`src/rtl/register_serializer.sv`:
```
// register_serializer
//   Parallel-in, serial-out reader for a size-bit register word. An accepted load captures d.
//   The word is then shifted out one bit per clock, qualified by sout_valid. A one-cycle done
//   pulse follows the last bit. All outputs come straight from flops.
//
// Parameters
//   size       width of the parallel word (1..64)
//   msb_first  0: d[0] goes out first; 1: d[size-1] goes out first
//
// Ports
//   clk         system clock, rising edge
//   rst         synchronous reset, active-high; overrides load and any word in flight
//   d           parallel word, sampled only on an accepted load
//   load        load request, accepted only while idle (busy==0)
//   busy        high while shifting and during the done cycle
//   sout        current serial bit, meaningful while sout_valid==1
//   sout_valid  high for exactly size consecutive cycles per word
//   done        one-cycle pulse in the cycle after the last valid bit
module register_serializer #(
    parameter int unsigned size      = 8,
    parameter bit          msb_first = 1'b0
) (
    input  logic            clk,
    input  logic            rst,
    input  logic [size-1:0] d,
    input  logic            load,
    output logic            busy,
    output logic            sout,
    output logic            sout_valid,
    output logic            done
);

    localparam int unsigned CntW = (size > 1) ? $clog2(size) : 1;
    localparam logic [CntW-1:0] CntLast = CntW'(size - 1);

    typedef enum logic [1:0] {StIdle, StShift, StDone} state_e;

    state_e            state_q, state_d;
    logic [size-1:0]   shift_q, shift_d;
    logic [CntW-1:0]   cnt_q, cnt_d;
    logic              busy_q, busy_d;
    logic              sout_q, sout_d;
    logic              valid_q, valid_d;
    logic              done_q, done_d;

    // Word after one shift step; the outgoing end is always the bit presented on sout.
    logic [size-1:0]   shift_next;
    assign shift_next = msb_first ? (shift_q << 1) : (shift_q >> 1);

    always_comb begin
        state_d = state_q;
        shift_d = shift_q;
        cnt_d   = cnt_q;
        busy_d  = 1'b0;
        sout_d  = 1'b0;
        valid_d = 1'b0;
        done_d  = 1'b0;

        unique case (state_q)
            StIdle: begin
                if (load) begin
                    state_d = StShift;
                    shift_d = d;
                    cnt_d   = '0;
                    busy_d  = 1'b1;
                    valid_d = 1'b1;
                    sout_d  = msb_first ? d[size-1] : d[0];
                end
            end
            StShift: begin
                busy_d = 1'b1;
                if (cnt_q == CntLast) begin
                    // Last bit was on sout this cycle; close out the word.
                    state_d = StDone;
                    done_d  = 1'b1;
                end else begin
                    shift_d = shift_next;
                    cnt_d   = cnt_q + CntW'(1);
                    valid_d = 1'b1;
                    sout_d  = msb_first ? shift_next[size-1] : shift_next[0];
                end
            end
            StDone: begin
                state_d = StIdle;
            end
            default: begin
                state_d = StIdle;
            end
        endcase
    end

    always_ff @(posedge clk) begin
        if (rst) begin
            state_q <= StIdle;
            shift_q <= '0;
            cnt_q   <= '0;
            busy_q  <= 1'b0;
            sout_q  <= 1'b0;
            valid_q <= 1'b0;
            done_q  <= 1'b0;
        end else begin
            state_q <= state_d;
            shift_q <= shift_d;
            cnt_q   <= cnt_d;
            busy_q  <= busy_d;
            sout_q  <= sout_d;
            valid_q <= valid_d;
            done_q  <= done_d;
        end
    end

    assign busy       = busy_q;
    assign sout       = sout_q;
    assign sout_valid = valid_q;
    assign done       = done_q;

endmodule

```
`config.mk`:
```
export PLATFORM = sky130hd
export DESIGN_NAME = register_serializer
export DESIGN_NICKNAME = d
export VERILOG_FILES = /design/src/rtl/register_serializer.sv
export SDC_FILE = /design/constraint.sdc
export NUM_CORES = 1
export LEC_CHECK = 0
export CAP_MARGIN = 20
export CORE_MARGIN = 3
export CORE_UTILIZATION = 52
export DETAILED_ROUTE_END_ITERATION = 6
export PLACE_DENSITY = 0.88
export SETUP_SLACK_MARGIN = 0.05
export SYNTH_ARGS = -nofsm -noshare
export SYNTH_HDL_FRONTEND = slang
export SYNTH_SLANG_ARGS = --single-unit
```
`constraint.sdc`:
```
create_clock -name clk -period 5 [get_ports clk]
set_input_delay 1 -clock clk [delete_from_list [all_inputs] [get_ports clk]]
set_output_delay 1 -clock clk [all_outputs]
set_load 0.01 [all_outputs]
```
# Word-level counts from Yosys, hierarchy flattened

Index checks and enable logic that the tools add are counted.

Add/sub/neg operators: 1
Equal/unequal tests: 5
Multiplexer cells: 17
Bitwise logic cells: 1
Reductions and logical operators: 5

Operator list:

| operator            | number |
|---|---|
| $mux 8              | 2 |
| $pmux 8 s2          | 1 |
| $mux 3              | 2 |
| $ne 2x2->1 const B  | 3 |
| $pmux 1 s2          | 3 |
| $pmux 3 s2          | 1 |
| $mux 1              | 5 |
| $mux 2              | 2 |
| $pmux 2 s2          | 1 |
| $add 3x1->3 const B | 1 |
| $eq 3x3->1 const B  | 1 |
| $reduce_and 3->1    | 1 |
| $eq 2x1->1 const B  | 1 |
| $logic_not 2->1     | 1 |
| $reduce_and 2->1    | 1 |
| $reduce_bool 2->1   | 1 |
| $reduce_or 2->1     | 1 |
| $not 1->1           | 1 |

Register bits after elaboration: 17
Bits of input ports: 11
Output and inout bits: 4
Word-level logic and storage cells: 36

# Longest topological paths before layout

Depth in word-level cells: 3
Gate-level depth with buffers: 6
Gate-level depth less buffers: 5

# Worst setup path after synthesis

Ideal clock, no wire load.

Path kind: input to register
Start point: input load
End point: register shift_q[1]
Setup time: 103 ps
Arrival: 1674 ps
Data required time: 4897 ps
Path slack: 3222 ps
Stages: 4
Buffers on the path: 1
Cell sequence: or3b_1 clkbuf_1 nor2_1 a2111oi_2

Word-level cells in the longest chain between the ends: 2

RTL lines:

| what                              | line | source |
|---|---|---|
| start: declaration                | 26   | `input logic load,` |
| $ne 2x2->1 (no source line)       | --   |  |
| $reduce_and 3->1 (no source line) | --   |  |
| end signal: assignment            | 103  | `shift_q <= shift_d;` |
| end: declaration                  | 39   | `logic [size-1:0] shift_q, shift_d;` |

Every way passes these cells.
A chain may end at the register's enable or synchronous reset.

# Worst setup path after layout

Start point: register done_q (netlist: done)
End point: output done

RTL lines:

| what                     | line | source |
|---|---|---|
| start: declaration       | 44   | `logic done_q, done_d;` |
| start signal: assignment | 108  | `done_q <= done_d;` |
| end: declaration         | 30   | `output logic done` |

No word-level cell between the ends.

==> metrics.cfg <==
[clock_tree]
cts_tree = built
clkLatencyLatePin_ns = 0.29
post_cts_buffers = 0
post_cts_resize_count = 0
cts_inserted_buffers = 3
clkTransAtPathRegs_ns = 0.10
cts-root-buf = clkbuf_4
cts.htree.levels = 1
cts_hold_buffers = 0
cts.sinks = 16
cts_buffer_depth = 2

[floorplanning]
core_area_um2 = 1318
initial_core_util = 0.5679
ios = 15
die_w_um = 43.93
die_h_um = 43.93
dieArea_um2 = 1930
rows = 13

[setup_path]
cp.arrival_ns = 1.17
crit_path_top_delay_cell = clkdlybuf4s50_1
rr_startpoint = cnt_q[0]
reg2reg_depth = 5
crit_fanout = 1
end_kind = output port
cp-start-kind = register
critPathKind = register to output port
crit_buf_inv = 1
r2r-end = shift_q[3]
crit_family = buffers and inverters
r2r_slack_ns = 3.22
slowest_delay_ns = 0.55
crit_chain = clkdlybuf4s50_1
cp_data_required_time_ns = 4.00

[detailed_routing]
drtPass1Iterations = 4
totalWireLength_mm = 1.468
viasPerCell = 5.613
ant_nets = 0
drt_iter0_markers = 4
drc = 0
wl_per_cell_um = 13.85
vias = 595

[timing]
tightest_slew_ns = 0.7528
report.final.slew_viol_count = 0
setup_viol = 0
hold_slack_ns = 0.4800
hold_viol_final = 0
worst_slack_ns = 2.830
rsz0062_at_grt = false
fmax_mhz = 460.8
min_period_ns = 2.170
post-route-period-util = 0.4341
setup-tns-final_ns = 0
skew_ns = 0.004609
slew_headroom = 0.4966

[min_path]
hold-path-endpoint = shift_q[1]
hold_path_class = register to register
holdPathStages = 2
hold_path.startpoint = shift_q[1]

[final_layout]
drive_gt1_frac = 0.1429
nets = 105
final_common_cell = dfxtp_1
syn_to_final_growth_pct = 21.91
seq_area_um2 = 320.3
instances_no_fill = 106
utilization = 0.6923
multi_input_area_um2 = 366.6
final_cell_mix = 16 x dfxtp_1, 14 x clkdlybuf4s50_1, 13 x nor2_1
fill_cells = 110
insertedDiodeCount = 0

[place]
dp_hpwl_mm = 1.074
place.gp.congestion = 0.7218
dpl.cell_count = 102
preCtsSetupSlack_ns = 2.542
io_buffers = 14

[outcome]
status = finished, final reports clean

[grt]
antenna_found_initial = 0
grt-ovfl-total = 0
grt_max_degree = 19
grt_pass1_wl_mm = 2.504
grt_pass1_vias = 573
grt_usage = 0.1770

[synth]
synthCells = 79
avgSynthCellArea_um2 = 9.471
mappedNetlistArea_um2 = 748.2
syn_nets = 92
ys_seq_area_frac = 0.4281
yosys_register_bits = 16
yosysUniqueCellTypes = 25
ys_warn_count = 0

[flow_run]
cap_violations = 0

[power_and_ir_drop]
leakagePower_nw = 0.3399
p_per_area_nw_per_um2 = 301.7
ir_worst_vdd_uv = 176.5

-- routing by layer --
metal	routed length, um	global-route usage	up-vias
met5	0	0	-
met4	20	0.07229	0
met3	67	0.03734	2
met2	740	0.2994	15
met1	639	0.2152	278
li1	-	-	300
-- cell usage after synthesis --
master     number  share of area
nor4bb_1        1          0.013
buf_2           1         0.0067
a2111oi_2       6           0.12
clkbuf_1        4          0.020
nor2_1         13          0.065
buf_6           1          0.015
dfxtp_1        16           0.43
nand2b_1        2          0.017
nor3b_1         2          0.020
a211oi_1        2          0.020
a21o_4          1          0.020
o22a_1          1          0.012
o21ai_0         2          0.013
inv_1           8          0.040
nand2b_4        1          0.018
o32ai_1         2          0.023
a21oi_1         4          0.027
or3b_1          2          0.023
a31oi_1         1         0.0084
and2_1          1         0.0084
nor4b_1         1          0.012
nor3_1          2          0.013
nand2b_2        1          0.012
nand2_1         2          0.010
ha_1            2          0.033
-- worst max-delay path by stage --
stage | from | end | slack, ns | cells past startpoint
floorplan | load | shift_q[1] | 3.22 | 4
global placement | load | shift_q[4] | 2.57 | 4
detailed placement | load | shift_q[2] | 2.54 | 4
CTS | done | done | 2.81 | 1
global route | load | shift_q[2] | 2.78 | 4
finish | done | done | 2.83 | 1
-- state kept, by name, summed over array words and instances (netlist names) --
signal / cells
shift_q: 7
cnt_q: 3
state_q: 2
busy: 1
done: 1
sout: 1
sout_valid: 1
-- report_power, final --
part	switching, mW	leakage (nW)	internal, mW	total (mW)
Combinational	0.0218	0.187	0.0247	0.0465
Sequential	0.00606	0.132	0.136	0.142
Clock	0.0421	0.0210	0.0444	0.0864
-- per-stage QoR --
stage / power [mW] / area (um2)
global placement: 0.1897 / 875.8
floorplan: 0.1766 / 748.2
detailed placement: 0.1920 / 875.8
finish: 0.2752 / 912.1
CTS: 0.2764 / 912.1
global route: 0.2888 / 912.1
-- logic make-up after synthesis --
group / count (synthesis) / synth area share
flops: 16 / 0.4281
simple gates: 28 / 0.2124
buf+inv: 14 / 0.08193
compound gates: 19 / 0.2442
fa+ha+maj: 2 / 0.03344
-- cell type report --
class / count / area share
Multi-Input combinational cell: 49 / 0.4019
Sequential cell: 16 / 0.3512
Timing Repair Buffer: 14 / 0.1536
Clock buffer: 4 / 0.03978
Inverter: 8 / 0.03292
Tap cell: 15 / 0.02058
Power figures use the tool's default switching activity.
